==> config.mk <==
export PLATFORM = sky130hd
export DESIGN_NAME = kt_run_seq_flat
export DESIGN_NICKNAME = d
export VERILOG_FILES = /design/src/rtl/kt_run_seq_if.sv /design/src/rtl/kt_run_seq.sv /design/src/flat_wrapper.sv
export SDC_FILE = /design/constraint.sdc
export NUM_CORES = 1
export LEC_CHECK = 0
export ABC_CLOCK_PERIOD_IN_PS = 3600
export BUFFER_PORTS_ARGS = -buffer_cell sky130_fd_sc_hd__buf_2
export CORE_AREA = 5 5 71 73
export CTS_CLUSTER_DIAMETER = 150
export DETAILED_ROUTE_END_ITERATION = 8
export DIE_AREA = 0 0 76 78
export GPL_TIMING_DRIVEN = 0
export MAX_ROUTING_LAYER = met4
export SYNTH_ARGS = -nofsm -noshare
export SYNTH_HDL_FRONTEND = slang
export SYNTH_SLANG_ARGS = --single-unit
export TNS_END_PERCENT = 1
==> constraint.sdc <==
create_clock -name clk -period 3.6 [get_ports clk]
set_input_delay 0.9 -clock clk [delete_from_list [all_inputs] [get_ports clk]]
set_output_delay 0.9 -clock clk [all_outputs]
set_load 0.1 [all_outputs]
==> src/rtl/kt_run_seq_if.sv <==
// Console sequencer bus: latched console flops and timing strobes in, run/console controls out.
interface kt_run_seq_if;
    localparam int unsigned CODE_W = 8;

    // console latch and timing generator side
    logic              i_ktqq;
    logic [CODE_W-1:0] i_zlkt;
    logic              i_ls;
    logic              i_tbtj;
    logic              i_dp;
    logic              i_dzq;
    logic              i_dzl;
    logic              i_pai_end;
    logic              i_cyc_end;
    logic              i_ins_end;
    logic              i_kt_ack;

    // sequencer results
    logic              o_yx;
    logic              o_ktzt;
    logic              o_kt_go;
    logic [CODE_W-1:0] o_kt_code;
    logic              o_kt_done;
    logic              o_kt_err;
    logic              o_z0ktqq;
    logic              o_z0ls;
    logic              o_z0tbtj;
    logic              o_z0dp;
    logic              o_z0dzq;
    logic              o_z0dzl;

    modport master (
        output i_ktqq, i_zlkt, i_ls, i_tbtj, i_dp, i_dzq, i_dzl,
               i_pai_end, i_cyc_end, i_ins_end, i_kt_ack,
        input  o_yx, o_ktzt, o_kt_go, o_kt_code, o_kt_done, o_kt_err,
               o_z0ktqq, o_z0ls, o_z0tbtj, o_z0dp, o_z0dzq, o_z0dzl
    );

    modport slave (
        input  i_ktqq, i_zlkt, i_ls, i_tbtj, i_dp, i_dzq, i_dzl,
               i_pai_end, i_cyc_end, i_ins_end, i_kt_ack,
        output o_yx, o_ktzt, o_kt_go, o_kt_code, o_kt_done, o_kt_err,
               o_z0ktqq, o_z0ls, o_z0tbtj, o_z0dp, o_z0dzq, o_z0dzl
    );
endinterface

==> src/rtl/kt_run_seq.sv <==
// Run/stop and console-operation sequencer for the KT console block.
// Every output is the registered image of what the current state decides,
// so each reaction appears one clock after the cycle that caused it.
module kt_run_seq #(
    parameter int unsigned      TMO_W    = 8,
    parameter logic [TMO_W-1:0] TMO_MAX  = TMO_W'(200),
    parameter logic [7:0]       QDZ_CODE = 8'hFB
) (
    input  logic        clk,
    input  logic        t_rst0,
    kt_run_seq_if.slave bus
);
    localparam int unsigned CODE_W = 8;

    typedef enum logic [2:0] {
        S_IDLE    = 3'd0,
        S_KT_GO   = 3'd1,
        S_KT_EXEC = 3'd2,
        S_KT_DONE = 3'd3,
        S_RUN     = 3'd4,
        S_STOP    = 3'd5
    } state_t;

    // which single-step flop (if any) bounds the current run
    typedef enum logic [1:0] {
        M_CONT = 2'd0,
        M_DP   = 2'd1,
        M_DZQ  = 2'd2,
        M_DZL  = 2'd3
    } mode_t;

    state_t            r_state,   w_state;
    mode_t             r_mode,    w_mode;
    logic [TMO_W-1:0]  r_wdog,    w_wdog;
    logic [CODE_W-1:0] r_kt_code, w_kt_code;
    logic              r_kt_err,  w_kt_err;
    logic              r_yx,      w_yx;
    logic              r_ktzt,    w_ktzt;
    logic              r_kt_go,   w_kt_go;
    logic              r_kt_done, w_kt_done;
    logic              r_z0ktqq,  w_z0ktqq;
    logic              r_z0ls,    w_z0ls;
    logic              r_z0tbtj,  w_z0tbtj;
    logic              r_z0dp,    w_z0dp;
    logic              r_z0dzq,   w_z0dzq;
    logic              r_z0dzl,   w_z0dzl;
    logic              w_stop_hit;

    // any armed boundary condition ends the run; simultaneous hits collapse into one stop
    assign w_stop_hit = ((r_mode == M_DP)  && bus.i_pai_end) ||
                        ((r_mode == M_DZQ) && bus.i_cyc_end) ||
                        ((r_mode == M_DZL) && bus.i_ins_end) ||
                        (bus.i_tbtj        && bus.i_ins_end);

    // next-state and next-output decisions
    always_comb begin
        w_state   = r_state;
        w_mode    = r_mode;
        w_wdog    = r_wdog;
        w_kt_code = r_kt_code;
        w_kt_err  = r_kt_err;
        w_yx      = (r_state == S_RUN);
        w_ktzt    = (r_state == S_KT_GO) || (r_state == S_KT_EXEC) || (r_state == S_KT_DONE);
        w_kt_go   = 1'b0;
        w_kt_done = 1'b0;
        w_z0ktqq  = 1'b0;
        w_z0ls    = 1'b0;
        w_z0tbtj  = 1'b0;
        w_z0dp    = 1'b0;
        w_z0dzq   = 1'b0;
        w_z0dzl   = 1'b0;

        unique case (r_state)
            S_IDLE: begin
                // a console request takes precedence over a start arriving the same cycle
                if (bus.i_ktqq) begin
                    w_state = S_KT_GO;
                end else if (bus.i_ls) begin
                    w_state = S_RUN;
                    w_z0ls  = 1'b1;
                    if (bus.i_dp)       w_mode = M_DP;
                    else if (bus.i_dzq) w_mode = M_DZQ;
                    else if (bus.i_dzl) w_mode = M_DZL;
                    else                w_mode = M_CONT;
                end
            end
            S_KT_GO: begin
                w_kt_code = bus.i_zlkt;
                w_kt_go   = 1'b1;
                w_wdog    = '0;
                w_kt_err  = 1'b0;
                w_state   = S_KT_EXEC;
            end
            S_KT_EXEC: begin
                // an ack on the expiry cycle still counts as a clean completion
                if (bus.i_kt_ack) begin
                    w_state = S_KT_DONE;
                end else if (r_wdog == TMO_MAX) begin
                    w_kt_err = 1'b1;
                    w_state  = S_KT_DONE;
                end else begin
                    w_wdog = r_wdog + TMO_W'(1);
                end
            end
            S_KT_DONE: begin
                w_z0ktqq  = 1'b1;
                w_kt_done = 1'b1;
                if ((r_kt_code == QDZ_CODE) && !r_kt_err) begin
                    w_state = S_RUN;
                    w_mode  = M_CONT;
                end else begin
                    w_state = S_IDLE;
                end
            end
            S_RUN: begin
                if (w_stop_hit) w_state = S_STOP;
            end
            S_STOP: begin
                // clear the flop that armed this stop, plus the sync-stop flop if it is set
                unique case (r_mode)
                    M_DP:    w_z0dp  = 1'b1;
                    M_DZQ:   w_z0dzq = 1'b1;
                    M_DZL:   w_z0dzl = 1'b1;
                    default: ;
                endcase
                w_z0tbtj = bus.i_tbtj;
                w_state  = S_IDLE;
            end
            default: w_state = S_IDLE;
        endcase
    end

    // state, datapath and output registers; reset abandons any operation in flight
    always_ff @(posedge clk or posedge t_rst0) begin
        if (t_rst0) begin
            r_state   <= S_IDLE;
            r_mode    <= M_CONT;
            r_wdog    <= '0;
            r_kt_code <= '0;
            r_kt_err  <= 1'b0;
            r_yx      <= 1'b0;
            r_ktzt    <= 1'b0;
            r_kt_go   <= 1'b0;
            r_kt_done <= 1'b0;
            r_z0ktqq  <= 1'b0;
            r_z0ls    <= 1'b0;
            r_z0tbtj  <= 1'b0;
            r_z0dp    <= 1'b0;
            r_z0dzq   <= 1'b0;
            r_z0dzl   <= 1'b0;
        end else begin
            r_state   <= w_state;
            r_mode    <= w_mode;
            r_wdog    <= w_wdog;
            r_kt_code <= w_kt_code;
            r_kt_err  <= w_kt_err;
            r_yx      <= w_yx;
            r_ktzt    <= w_ktzt;
            r_kt_go   <= w_kt_go;
            r_kt_done <= w_kt_done;
            r_z0ktqq  <= w_z0ktqq;
            r_z0ls    <= w_z0ls;
            r_z0tbtj  <= w_z0tbtj;
            r_z0dp    <= w_z0dp;
            r_z0dzq   <= w_z0dzq;
            r_z0dzl   <= w_z0dzl;
        end
    end

    assign bus.o_yx      = r_yx;
    assign bus.o_ktzt    = r_ktzt;
    assign bus.o_kt_go   = r_kt_go;
    assign bus.o_kt_code = r_kt_code;
    assign bus.o_kt_done = r_kt_done;
    assign bus.o_kt_err  = r_kt_err;
    assign bus.o_z0ktqq  = r_z0ktqq;
    assign bus.o_z0ls    = r_z0ls;
    assign bus.o_z0tbtj  = r_z0tbtj;
    assign bus.o_z0dp    = r_z0dp;
    assign bus.o_z0dzq   = r_z0dzq;
    assign bus.o_z0dzl   = r_z0dzl;
endmodule

==> src/flat_wrapper.sv <==
// flat-port wrapper written by rule: the top's interface ports become plain ports
module kt_run_seq_flat 
#(
    parameter int unsigned      TMO_W    = 8,
    parameter logic [TMO_W-1:0] TMO_MAX  = TMO_W'(200),
    parameter logic [7:0]       QDZ_CODE = 8'hFB
)
  (clk, t_rst0, bus_i_ktqq, bus_i_zlkt, bus_i_ls, bus_i_tbtj, bus_i_dp, bus_i_dzq, bus_i_dzl, bus_i_pai_end, bus_i_cyc_end, bus_i_ins_end, bus_i_kt_ack, bus_o_yx, bus_o_ktzt, bus_o_kt_go, bus_o_kt_code, bus_o_kt_done, bus_o_kt_err, bus_o_z0ktqq, bus_o_z0ls, bus_o_z0tbtj, bus_o_z0dp, bus_o_z0dzq, bus_o_z0dzl);
  kt_run_seq_if bus_i ();
  input  logic clk;
  input  logic t_rst0;
  input wire logic [$bits(bus_i.i_ktqq)-1:0] bus_i_ktqq;
  input wire logic [$bits(bus_i.i_zlkt)-1:0] bus_i_zlkt;
  input wire logic [$bits(bus_i.i_ls)-1:0] bus_i_ls;
  input wire logic [$bits(bus_i.i_tbtj)-1:0] bus_i_tbtj;
  input wire logic [$bits(bus_i.i_dp)-1:0] bus_i_dp;
  input wire logic [$bits(bus_i.i_dzq)-1:0] bus_i_dzq;
  input wire logic [$bits(bus_i.i_dzl)-1:0] bus_i_dzl;
  input wire logic [$bits(bus_i.i_pai_end)-1:0] bus_i_pai_end;
  input wire logic [$bits(bus_i.i_cyc_end)-1:0] bus_i_cyc_end;
  input wire logic [$bits(bus_i.i_ins_end)-1:0] bus_i_ins_end;
  input wire logic [$bits(bus_i.i_kt_ack)-1:0] bus_i_kt_ack;
  output wire logic [$bits(bus_i.o_yx)-1:0] bus_o_yx;
  output wire logic [$bits(bus_i.o_ktzt)-1:0] bus_o_ktzt;
  output wire logic [$bits(bus_i.o_kt_go)-1:0] bus_o_kt_go;
  output wire logic [$bits(bus_i.o_kt_code)-1:0] bus_o_kt_code;
  output wire logic [$bits(bus_i.o_kt_done)-1:0] bus_o_kt_done;
  output wire logic [$bits(bus_i.o_kt_err)-1:0] bus_o_kt_err;
  output wire logic [$bits(bus_i.o_z0ktqq)-1:0] bus_o_z0ktqq;
  output wire logic [$bits(bus_i.o_z0ls)-1:0] bus_o_z0ls;
  output wire logic [$bits(bus_i.o_z0tbtj)-1:0] bus_o_z0tbtj;
  output wire logic [$bits(bus_i.o_z0dp)-1:0] bus_o_z0dp;
  output wire logic [$bits(bus_i.o_z0dzq)-1:0] bus_o_z0dzq;
  output wire logic [$bits(bus_i.o_z0dzl)-1:0] bus_o_z0dzl;
  assign bus_i.i_ktqq = bus_i_ktqq;
  assign bus_i.i_zlkt = bus_i_zlkt;
  assign bus_i.i_ls = bus_i_ls;
  assign bus_i.i_tbtj = bus_i_tbtj;
  assign bus_i.i_dp = bus_i_dp;
  assign bus_i.i_dzq = bus_i_dzq;
  assign bus_i.i_dzl = bus_i_dzl;
  assign bus_i.i_pai_end = bus_i_pai_end;
  assign bus_i.i_cyc_end = bus_i_cyc_end;
  assign bus_i.i_ins_end = bus_i_ins_end;
  assign bus_i.i_kt_ack = bus_i_kt_ack;
  assign bus_o_yx = bus_i.o_yx;
  assign bus_o_ktzt = bus_i.o_ktzt;
  assign bus_o_kt_go = bus_i.o_kt_go;
  assign bus_o_kt_code = bus_i.o_kt_code;
  assign bus_o_kt_done = bus_i.o_kt_done;
  assign bus_o_kt_err = bus_i.o_kt_err;
  assign bus_o_z0ktqq = bus_i.o_z0ktqq;
  assign bus_o_z0ls = bus_i.o_z0ls;
  assign bus_o_z0tbtj = bus_i.o_z0tbtj;
  assign bus_o_z0dp = bus_i.o_z0dp;
  assign bus_o_z0dzq = bus_i.o_z0dzq;
  assign bus_o_z0dzl = bus_i.o_z0dzl;
  kt_run_seq #(.TMO_W(TMO_W), .TMO_MAX(TMO_MAX), .QDZ_CODE(QDZ_CODE)) u_core (.clk(clk), .t_rst0(t_rst0), .bus(bus_i));
endmodule
==> impl_table.tex, run 1 <==
\begin{tabular}{lr}
\hline
Metric & Value \\
\hline
\multicolumn{2}{l}{\textbf{Timing}} \\
Final number of hold-violating endpoints & 0 \\
RSZ-0062 raised after global routing & no \\
Worst Tran Pin Value & 0.507 ns \\
Min Tclk post-route & 2.05 ns \\
Fmax achieved & 488 MHz \\
Worst relative slew slack & 65.9\% \\
Final TNS setup & 0 ns \\
Final worst-path cycle share & 57.0\% \\
Finish-stage setup viols & 0 \\
Max-slew violation count & 0 \\
Largest clock skew in the final design & about 0.0033 ns \\
\multicolumn{2}{l}{\textbf{Clocking}} \\
Post-cts gate resize count & 0 \\
CTS Hold Buffers Added & 0 \\
Clock insertion delay at the later pin of the skew report & 0.28 ns \\
CTS tree & built \\
Clock Root Buffer & clkbuf\_8 \\
H-Tree Depth & 2 \\
Num CTS Buffers & 5 \\
Buffers inserted by post-CTS timing repair & 0 \\
Clk sink count & 31 \\
CTS Buffer Depth & 2 \\
Clock-pin slew of the registers on the worst-case setup and hold paths & 0.06 ns \\
\multicolumn{2}{l}{\textbf{Global route}} \\
Number of antenna violations at the first check in global routing & 0 \\
Global-route usage over all layers & 11.6\% \\
Overall overflow remaining after global route & 0 \\
Wire length of the first global-routing pass & roughly 5400 um \\
Vias in the first global route & 1180 \\
Maximum number of pins on one net before global-route repair & 32 \\
\multicolumn{2}{l}{\textbf{Setup path}} \\
Slowest cell on the critical path & buf\_2 \\
Worst reg-to-reg path cell count & 6 \\
Ordered cell list for the critical path & buf\_4 > buf\_2 \\
CP required & 2.70 ns \\
WP data arrival & 1.15 ns \\
Highest cell delay on the worst timing path & around 0.41 ns \\
Critical path fanouts, max & 2 \\
Category of the critical setup timing path & register to primary output \\
Kind of end point of the critical path & primary output \\
Element type at the critical path start & register \\
\multicolumn{2}{l}{\textbf{Floorplanning}} \\
Initial standard-cell utilization of the core & $\sim$34\% \\
Vertical die dimension & 78 um \\
Count of pins on the block boundary & 39 \\
X dimension of the die & $\sim$76 um \\
Core region area & between 0.004 and 0.005 sq mm \\
Std cell rows & 24 \\
Die outline area & 0.00593 sq mm \\
\multicolumn{2}{l}{\textbf{Cells and area}} \\
Most common cell after layout, fill and taps aside & buf\_2 \\
Proportion of layout cells with a drive suffix above 1 & a little under two fifths \\
Most frequent cells in the layout & buf\_2, dfrtp\_1, nor2\_1 \\
Number of nets in the layout & 197 \\
Filler instances & 393 \\
Inserted Diodes & 0 \\
Growth of design area from synthesis to finish & 25.5\% \\
\multicolumn{2}{l}{\textbf{Synthesis}} \\
Area leader, netlist & dfrtp\_1 \\
Net Count, Synth & 151 \\
Total standard cell area after synthesis & approximately 0.0015 sq mm \\
Number of cells produced by synthesis & around 130 \\
Area fraction of the dominant cell type after synthesis & between 50\% and 60\% \\
Flops \& latches, synth & 31 \\
Most area-consuming cells after synthesis & dfrtp\_1, mux2\_2, nor2\_1, nor4b\_4, xor2\_1 \\
Distinct cells, synth & 39 \\
Post-synthesis area per instance & 11.4 sq um \\
Async SR Flop Fraction & 100\% \\
EDFF count, synth & 0 \\
Total of warnings raised by yosys & 0 \\
Part of the Yosys area used for sequential elements & a little over half \\
Most frequently used flop master after synthesis & dfrtp\_1 \\
\multicolumn{2}{l}{\textbf{Drt}} \\
Via count of the routed design & 1114 \\
Post-detailed-route via-to-cell ratio & 4.89 \\
Drt pass-1 iters & 4 \\
Detailed-route wire length per cell & 13.3 um \\
Remaining number of nets flagged by the antenna check after routing & 0 \\
Initial detailed-routing violation count & 46 \\
Post-route DRC violation count & 0 \\
Aggregate routed wire length & 3040 um \\
\multicolumn{2}{l}{\textbf{Worst hold path}} \\
Hold Path Class & input pin to async pin \\
\multicolumn{2}{l}{\textbf{Outcome}} \\
Result of the run & complete, no violations \\
\multicolumn{2}{l}{\textbf{Place}} \\
Global placer's final weighted congestion & 0.713 \\
Half-perimeter wire length after placement & 2270 um \\
\# port buffers & 38 \\
\multicolumn{2}{l}{\textbf{Flow run}} \\
Maximum capacitance violations & 0 \\
\hline
\end{tabular}
==> cell usage after synthesis, drive strengths merged (4+ instances only) <==
cell type,count
mux2,10
dfrtp,31
nand2,5
o21ai,4
a21oi,6
buf,6
xor2,4
inv,8
nand4,4
and2,4
nor2,14
==> through the flow <==
| stage | utilization, % | instances | hold slack (ns) | setup slack (ns) | instance area (sq um) |
|---|---|---|---|---|---|
| after floorplan | - | 129 | 0.474 | 1.38 | 1470 |
| after global placement | 40.2 | 219 | 0.512 | 1.50 | 1730 |
| after detailed placement | 40.2 | 219 | 0.519 | 1.50 | 1730 |
| after CTS | 42.5 | 227 | 0.535 | 1.54 | 1830 |
| after global routing | 43.0 | 228 | 0.521 | 1.52 | 1850 |
| final | 43.0 | 228 | 0.511 | 1.55 | 1850 |
==> worst max-delay path, delay by kind of cell (launching register included) <==
family                 cells  cell delay [ns]
flip-flops                 1             0.35
buffers and inverters      2             0.52
==> path summary, 6_finish.rpt <==
kind                                                      from                                  end  slack [ns]
setup / recovery                u_core.bus.o_kt_done$_DFF_PP0_                         bus_o_z0ktqq        1.55
hold / removal                                          t_rst0         u_core.r_mode[0]$_DFFE_PP0P_        0.51
hold reg to reg            u_core.bus.o_kt_code[0]$_DFFE_PP0P_  u_core.bus.o_kt_code[0]$_DFFE_PP0P_        0.53
setup reg to reg                 u_core.r_state[1]$_DFFE_PP0P_  u_core.bus.o_kt_code[1]$_DFFE_PP0P_        1.84
max in group asynchronous                               t_rst0  u_core.bus.o_kt_code[0]$_DFFE_PP0P_        2.71
min in group clk           u_core.bus.o_kt_code[0]$_DFFE_PP0P_  u_core.bus.o_kt_code[0]$_DFFE_PP0P_        0.53
==> logic make-up (layout without fill, tap and decap cells) <==
group | Yosys count | in the layout | share of synthesized area [%]
xor+xnor | 6 | 6 | 3.57
buf+inv | 15 | 62 | 5.36
simple gates | 47 | 47 | 20.4
flops | 31 | 31 | 52.7
fa+ha+maj | 2 | 2 | 1.70
mux | 10 | 10 | 7.65
compound gates | 18 | 18 | 8.59
==> per-layer routing <==
| metal | global-route usage (%) | routed length [um] | up-vias |
|---|---|---|---|
| li1 | - | - | 547 |
| met5 | - | 0 | - |
| met3 | 2.55 | 126 | 8 |
| met4 | 7.47 | 91 | 0 |
| met1 | 13.2 | 1340 | 522 |
| met2 | 18.2 | 1490 | 37 |
==> layout make-up <==
cell class | instances | area (sq um) | area share [%]
Multi-Input combinational cell | 83 | 617 | 33.4
Tap cell | 52 | 65.1 | 3.52
Inverter | 8 | 30.0 | 1.63
Timing Repair Buffer | 39 | 210 | 11.4
Clock buffer | 8 | 100 | 5.42
Buffer | 7 | 48.8 | 2.64
Sequential cell | 31 | 776 | 42.0
==> registers in the layout, summed over array words and instances (netlist names) <==
register / count
u_core.bus.o_z0ls: 1
u_core.bus.o_kt_done: 1
u_core.bus.o_z0tbtj: 1
u_core.bus.o_kt_go: 1
u_core.bus.o_ktzt: 1
u_core.r_state: 3
u_core.bus.o_kt_code: 8
u_core.bus.o_yx: 1
u_core.bus.o_z0dzq: 1
u_core.bus.o_z0dzl: 1
u_core.r_wdog: 8
u_core.r_mode: 2
u_core.bus.o_z0dp: 1
u_core.bus.o_kt_err: 1
Power of run 1 is not shown: default switching activity piles up to over one toggle a cycle in this logic, so the estimate is an artifact.
==> inputs of run 2 (changes only) <==
Settings changed: ABC_CLOCK_PERIOD_IN_PS 3600 to 1900.
Clock period 3.6 ns to 1.9 ns, I/O delays scaled along.
==> run 2 against run 1 <==
  * First-iteration DRC count rose by 85%
  * Wire length increased by 0.99%
  * Via count down 1.3%
==> impl_table.tex, run 2 (synthesis results as in run 1) <==
\begin{tabular}{lr}
\hline
Metric & Value \\
\hline
\multicolumn{2}{l}{\textbf{Drt}} \\
Remaining number of nets flagged by the antenna check after routing & 0 \\
Drt pass-1 iters & 4 \\
Met2 WL post-DR & 1520 um \\
Post-detailed-route via-to-cell ratio & 4.82 \\
Highest metal layer with signal wires & met4 \\
Via count of the routed design & 1100 \\
Detailed-route wire length per cell & 13.5 um \\
Met3 Routed Length & 105 um \\
Aggregate routed wire length & 3070 um \\
Initial detailed-routing violation count & 85 \\
Post-route DRC violation count & 0 \\
Post-Route M1 WL & about 1400 um \\
\multicolumn{2}{l}{\textbf{Setup path}} \\
Category of the critical setup timing path & register to register \\
Kind of end point of the critical path & register \\
Slowest cell on the critical path & dfrtp\_1 \\
Critical path buffers and inverters & 3 \\
Critical register-to-register path endpoint & u\_core.bus.o\_kt\_code[0]\$\_DFFE\_PP0P\_ \\
Element type at the critical path start & register \\
Highest cell delay on the worst timing path & 0.37 ns \\
Ordered cell list for the critical path & buf\_6 > or2\_1 > buf\_6 > nor2\_4 > buf\_2 > mux2\_2 \\
Most used cell, CP & buf\_6 \\
Worst reg-to-reg setup slack & between 0.1 and 0.15 ns \\
Critical path fanouts, max & 10 \\
CP required & 2.06 ns \\
Reg2reg start & u\_core.r\_state[1]\$\_DFFE\_PP0P\_ \\
Levels on crit path & 6 \\
WP data arrival & $\sim$1.9 ns \\
Worst reg-to-reg path cell count & 6 \\
Family of cells with the greatest summed delay on the critical path & buffers and inverters \\
\multicolumn{2}{l}{\textbf{Timing}} \\
Largest clock skew in the final design & between 0.005 and 0.006 ns \\
Fmax achieved & about 570 MHz \\
Max-slew violation count & 0 \\
RSZ-0062 raised after global routing & no \\
Final TNS setup & 0 ns \\
Worst relative slew slack & 63.4\% \\
Final worst-path cycle share & 92.4\% \\
Min Tclk post-route & 1.76 ns \\
Worst Tran Pin Value & 0.545 ns \\
Final number of hold-violating endpoints & 0 \\
Finish-stage setup viols & 0 \\
\multicolumn{2}{l}{\textbf{Clocking}} \\
Clock-pin slew of the registers on the worst-case setup and hold paths & $\sim$0.060 ns \\
H-Tree Depth & 2 \\
CTS tree & built \\
Buffers inserted by post-CTS timing repair & 0 \\
CTS Buffer Depth & 2 \\
Clk sink count & 31 \\
Clock insertion delay at the later pin of the skew report & 0.28 ns \\
Clock Root Buffer & clkbuf\_8 \\
Post-cts gate resize count & 0 \\
Num CTS Buffers & 5 \\
CTS Hold Buffers Added & 0 \\
\multicolumn{2}{l}{\textbf{Flow run}} \\
Maximum capacitance violations & 0 \\
\multicolumn{2}{l}{\textbf{Floorplanning}} \\
Core region area & around 0.0043 sq mm \\
Std cell rows & 24 \\
Vertical die dimension & around 78 um \\
Die outline area & 0.00593 sq mm \\
Count of pins on the block boundary & 39 \\
Initial standard-cell utilization of the core & 34.3\% \\
X dimension of the die & 76 um \\
\multicolumn{2}{l}{\textbf{Global route}} \\
Number of antenna violations at the first check in global routing & 0 \\
Vias in the first global route & 1150 \\
Wire length of the first global-routing pass & 5170 um \\
Global-route usage over all layers & 10.8\% \\
Overall overflow remaining after global route & 0 \\
Maximum number of pins on one net before global-route repair & 32 \\
\multicolumn{2}{l}{\textbf{Cells and area}} \\
Growth of design area from synthesis to finish & 26.0\% \\
Final Instance Count excl. Fillers & roughly 230 \\
Most common cell after layout, fill and taps aside & buf\_2 \\
Number of nets in the layout & between 150 and 200 \\
Proportion of layout cells with a drive suffix above 1 & 40.3\% \\
Most frequent cells in the layout & buf\_2, dfrtp\_1, nor2\_1 \\
Inserted Diodes & 0 \\
Layout Cell Area excl Fill & 0.00185 sq mm \\
\multicolumn{2}{l}{\textbf{Place}} \\
Global placer's final weighted congestion & 0.714 \\
Number of cells in the design after placement & 219 \\
Area post-placement & 0.00173 sq mm \\
\# port buffers & 38 \\
Half-perimeter wire length after placement & 2230 um \\
\multicolumn{2}{l}{\textbf{Power and ir drop}} \\
Standby leakage power & a little under 0.9 nW \\
Worst supply voltage drop on vdd & approximately 1.0 mV \\
Power per Cell Area & 1900 mW/mm\^{}2 \\
\multicolumn{2}{l}{\textbf{Worst hold path}} \\
Hold Path Class & input pin to async pin \\
\multicolumn{2}{l}{\textbf{Outcome}} \\
Result of the run & complete, no violations \\
\hline
\end{tabular}
==> run 2: per-stage QoR <==
stage	util [%]	setup WS, ns	total power [mW]	hold slack (ns)
floorplan	-	0.0149	2.66	0.474
global placement	40.4	0.167	2.95	0.511
detailed placement	40.4	0.141	2.98	0.513
CTS	42.7	0.137	3.55	0.421
global route	43.2	0.00545	3.70	0.0869
finish	43.2	0.144	3.53	0.0832
==> run 2: worst register-to-register path, delay by kind of cell (launching register included) <==
family / cells / cell delay (ns)
DFF: 1 / 0.37
buffers and inverters: 3 / 0.54
muxes: 1 / 0.36
and+or+nand+nor: 2 / 0.38
==> run 2: how the worst max path moves through the flow <==
stage	startpoint	to	slack (ns)
after CTS	u_core.r_state[1]$_DFFE_PP0P_	u_core.bus.o_kt_code[0]$_DFFE_PP0P_	0.14
after floorplan	u_core.bus.o_kt_code[1]$_DFFE_PP0P_	u_core.r_mode[0]$_DFFE_PP0P_	0.01
after detailed placement	u_core.r_state[1]$_DFFE_PP0P_	u_core.bus.o_kt_code[0]$_DFFE_PP0P_	0.14
after global placement	u_core.r_state[1]$_DFFE_PP0P_	u_core.bus.o_kt_code[7]$_DFFE_PP0P_	0.17
after global routing	u_core.r_wdog[0]$_DFFE_PP0P_	u_core.r_state[0]$_DFFE_PP0P_	0.005
final	u_core.r_state[1]$_DFFE_PP0P_	u_core.bus.o_kt_code[0]$_DFFE_PP0P_	0.14
==> run 2: power breakdown <==
group	internal [mW]	total [mW]	switching, mW
Clock	0.330	0.558	0.228
Sequential	0.874	1.01	0.140
Combinational	0.472	1.96	1.48
Total	1.68	3.53	1.85
==> run 2: layout make-up <==
type	instances	area [sq um]
Inverter	8	30.0
Multi-Input combinational cell	83	617
Fill cell	378	2440
Timing Repair Buffer	39	210
Tap cell	52	65.1
Buffer	7	48.8
Sequential cell	31	783
Clock buffer	8	100
==> run 2: per-layer routing <==
| layer | up-vias | global-route usage, % |
|---|---|---|
| li1 | 544 | - |
| met3 | 4 | 2.43 |
| met4 | 0 | 5.16 |
| met5 | - | - |
| met1 | 523 | 13.1 |
| met2 | 29 | 17.0 |
(Power assumes the default switching activity.)
==> inputs of run 3 (changes only) <==
Settings changed: BUFFER_PORTS_ARGS -buffer_cell sky130_fd_sc_hd__buf_2 to -buffer_cell sky130_fd_sc_hd__buf_4.
==> run 3 against run 2 <==
  * Clock skew shrank 0.0018 ns
  * Global-route usage up 1.2 points
  * Clock-buffer cell count fell by 1
  * Final area rose by 3.0%
  * Critical endpoint is now u_core.bus.o_kt_code[7]$_DFFE_PP0P_
  * Power rose by 1.0%
  * Non-clock buffer count shrank 1
  * Cell count shrank 0.44%
  * Maximum frequency decreased by 0.50%
  * Clock power fell by 11%
  * Register-to-register slack barely moved
==> impl_table.tex, run 3 (synthesis results as in run 1) <==
\begin{tabular}{lr}
\hline
Metric & Value \\
\hline
\multicolumn{2}{l}{\textbf{Timing}} \\
Final TNS setup & 0 ns \\
Worst Tran Pin Value & 1.17 ns \\
Finish-stage setup viols & 0 \\
RSZ-0062 raised after global routing & no \\
Worst relative slew slack & 22.1\% \\
Final number of hold-violating endpoints & 0 \\
Final hold slack & between 0.3 and 0.4 ns \\
Largest clock skew in the final design & 0.00328 ns \\
Max-slew violation count & 0 \\
Final worst-path cycle share & 92.9\% \\
Min Tclk post-route & 1.76 ns \\
Fmax achieved & 567 MHz \\
\multicolumn{2}{l}{\textbf{Clocking}} \\
Clock insertion delay at the later pin of the skew report & 0.29 ns \\
Buffers inserted by post-CTS timing repair & 0 \\
CTS tree & built \\
CTS Buffer Depth & 2 \\
CTS Hold Buffers Added & 0 \\
Clk sink count & 31 \\
Clock Root Buffer & clkbuf\_8 \\
H-Tree Depth & 2 \\
Num CTS Buffers & 5 \\
Clock-pin slew of the registers on the worst-case setup and hold paths & 0.06 ns \\
Post-cts gate resize count & 0 \\
\multicolumn{2}{l}{\textbf{Setup path}} \\
Highest cell delay on the worst timing path & 0.37 ns \\
Ordered cell list for the critical path & buf\_6 > or2\_1 > buf\_6 > nor2\_4 > buf\_2 > mux2\_2 \\
CP required & 2.07 ns \\
Critical path fanouts, max & 10 \\
WP data arrival & 1.94 ns \\
Element type at the critical path start & register \\
Slowest cell on the critical path & dfrtp\_1 \\
Category of the critical setup timing path & register to register \\
Kind of end point of the critical path & register \\
Most used cell, CP & buf\_6 \\
Startpoint of the most critical setup path & u\_core.r\_state[1]\$\_DFFE\_PP0P\_ \\
Reg2reg start & u\_core.r\_state[1]\$\_DFFE\_PP0P\_ \\
\multicolumn{2}{l}{\textbf{Drt}} \\
Post-detailed-route via-to-cell ratio & 4.85 \\
Post-route DRC violation count & 0 \\
Initial detailed-routing violation count & 61 \\
Detailed-route wire length per cell & 14.0 um \\
Drt pass-1 iters & 4 \\
Via count of the routed design & 1101 \\
Remaining number of nets flagged by the antenna check after routing & 0 \\
Aggregate routed wire length & 3170 um \\
\multicolumn{2}{l}{\textbf{Place}} \\
Global placer's final weighted congestion & around 0.72 \\
\# port buffers & 38 \\
Half-perimeter wire length after placement & 2350 um \\
\multicolumn{2}{l}{\textbf{Global route}} \\
Global-route usage over all layers & a little under an eighth \\
Overall overflow remaining after global route & 0 \\
Wire length of the first global-routing pass & 5460 um \\
Number of antenna violations at the first check in global routing & 0 \\
Vias in the first global route & between 1000 and 1500 \\
Maximum number of pins on one net before global-route repair & 32 \\
\multicolumn{2}{l}{\textbf{Floorplanning}} \\
Die outline area & 0.00593 sq mm \\
Core region area & $\sim$0.0043 sq mm \\
Initial standard-cell utilization of the core & between 30\% and 40\% \\
Vertical die dimension & 78 um \\
Count of pins on the block boundary & 39 \\
Std cell rows & 24 \\
X dimension of the die & 76 um \\
\multicolumn{2}{l}{\textbf{Worst hold path}} \\
HP Start & bus\_i\_ktqq \\
Hold Path Class & input pin to register \\
\multicolumn{2}{l}{\textbf{Power and ir drop}} \\
Logic pwr share & 57.3\% \\
Worst supply voltage drop on vdd & 1.02 mV \\
Sequential share of power & 28.8\% \\
Internal cell power & between 1.5 and 2 mW \\
Standby leakage power & around 0.89 nW \\
Switching power summed over all nets & 1.87 mW \\
Switching Fraction & between 50\% and 60\% \\
Clk pwr share & between 10 and 15\% \\
Power per Cell Area & 1870 mW/mm\^{}2 \\
\multicolumn{2}{l}{\textbf{Cells and area}} \\
Most frequent cells in the layout & buf\_4, dfrtp\_1, nor2\_1 \\
Most common cell after layout, fill and taps aside & buf\_4 \\
Growth of design area from synthesis to finish & 29.8\% \\
Filler instances & about 420 \\
Number of nets in the layout & 196 \\
Proportion of layout cells with a drive suffix above 1 & 39.4\% \\
Inserted Diodes & 0 \\
Final design utilization & about 44\% \\
\multicolumn{2}{l}{\textbf{Outcome}} \\
Result of the run & complete, no violations \\
\multicolumn{2}{l}{\textbf{Flow run}} \\
Maximum capacitance violations & 0 \\
\hline
\end{tabular}
## run 3: cell types whose count changed in the layout (fill, tap and decap cells not counted), sizes merged
cell    change
buf         -1
inv         +1
clkbuf      -1
## run 3: area by class of cell
class | count | area (sq um) | share of cell area (%)
Timing Repair Buffer | 38 | 285 | 14.9
Multi-Input combinational cell | 83 | 617 | 32.3
Tap cell | 52 | 65.1 | 3.41
Clock buffer | 7 | 76.3 | 3.99
Clock inverter | 1 | 5.00 | 0.262
Inverter | 8 | 30.0 | 1.57
Sequential cell | 31 | 783 | 41.0
Buffer | 7 | 48.8 | 2.55
## run 3: final timing paths
check,end,cells after the start,slack [ns]
max in group asynchronous,u_core.bus.o_kt_code[7]$_DFFE_PP0P_,2,0.62
worst max register to register,u_core.bus.o_kt_code[7]$_DFFE_PP0P_,6,0.14
min in group asynchronous,u_core.r_mode[1]$_DFFE_PP0P_,2,0.51
worst min register to register,u_core.bus.o_kt_code[7]$_DFFE_PP0P_,1,0.53
worst min-delay path,u_core.bus.o_z0ls$_DFF_PP0_,2,0.39
worst max-delay path,u_core.bus.o_kt_code[7]$_DFFE_PP0P_,6,0.14
## run 3: routing by layer
metal | vias to the layer above | wire [um] | GRT usage, %
met3 | 8 | 121 | 3.24
met5 | - | 0 | -
met2 | 30 | 1540 | 18.8
met4 | 0 | 99 | 8.01
met1 | 525 | 1400 | 13.2
li1 | 538 | - | -
## run 3: through the flow
stage	std cells	total power, mW	area, sq um	setup WS, ns
finish	227	3.56	1910	0.135
global route	227	3.75	1910	0.0117
CTS	227	3.61	1910	0.129
detailed placement	219	3.10	1830	0.141
global placement	219	3.06	1830	0.165
floorplan	129	2.66	1480	0.0149
## run 3: worst max-delay path: cells and delay by family, from the launching register on
kind / cells / cell delay [ns]
buffers and inverters: 3 / 0.54
AND/OR/NAND/NOR: 2 / 0.38
flip-flops: 1 / 0.37
multiplexers: 1 / 0.36
## run 3: power groups by stage
stage	clock [mW]	sequential [mW]	combinational [mW]
3_5_place_dp	0	1.04	2.06
2_1_floorplan	0	1.96	0.700
3_3_place_gp	0	1.02	2.03
6_report	0.496	1.03	2.04
4_1_cts	0.519	1.03	2.06
5_1_grt	0.536	1.06	2.15
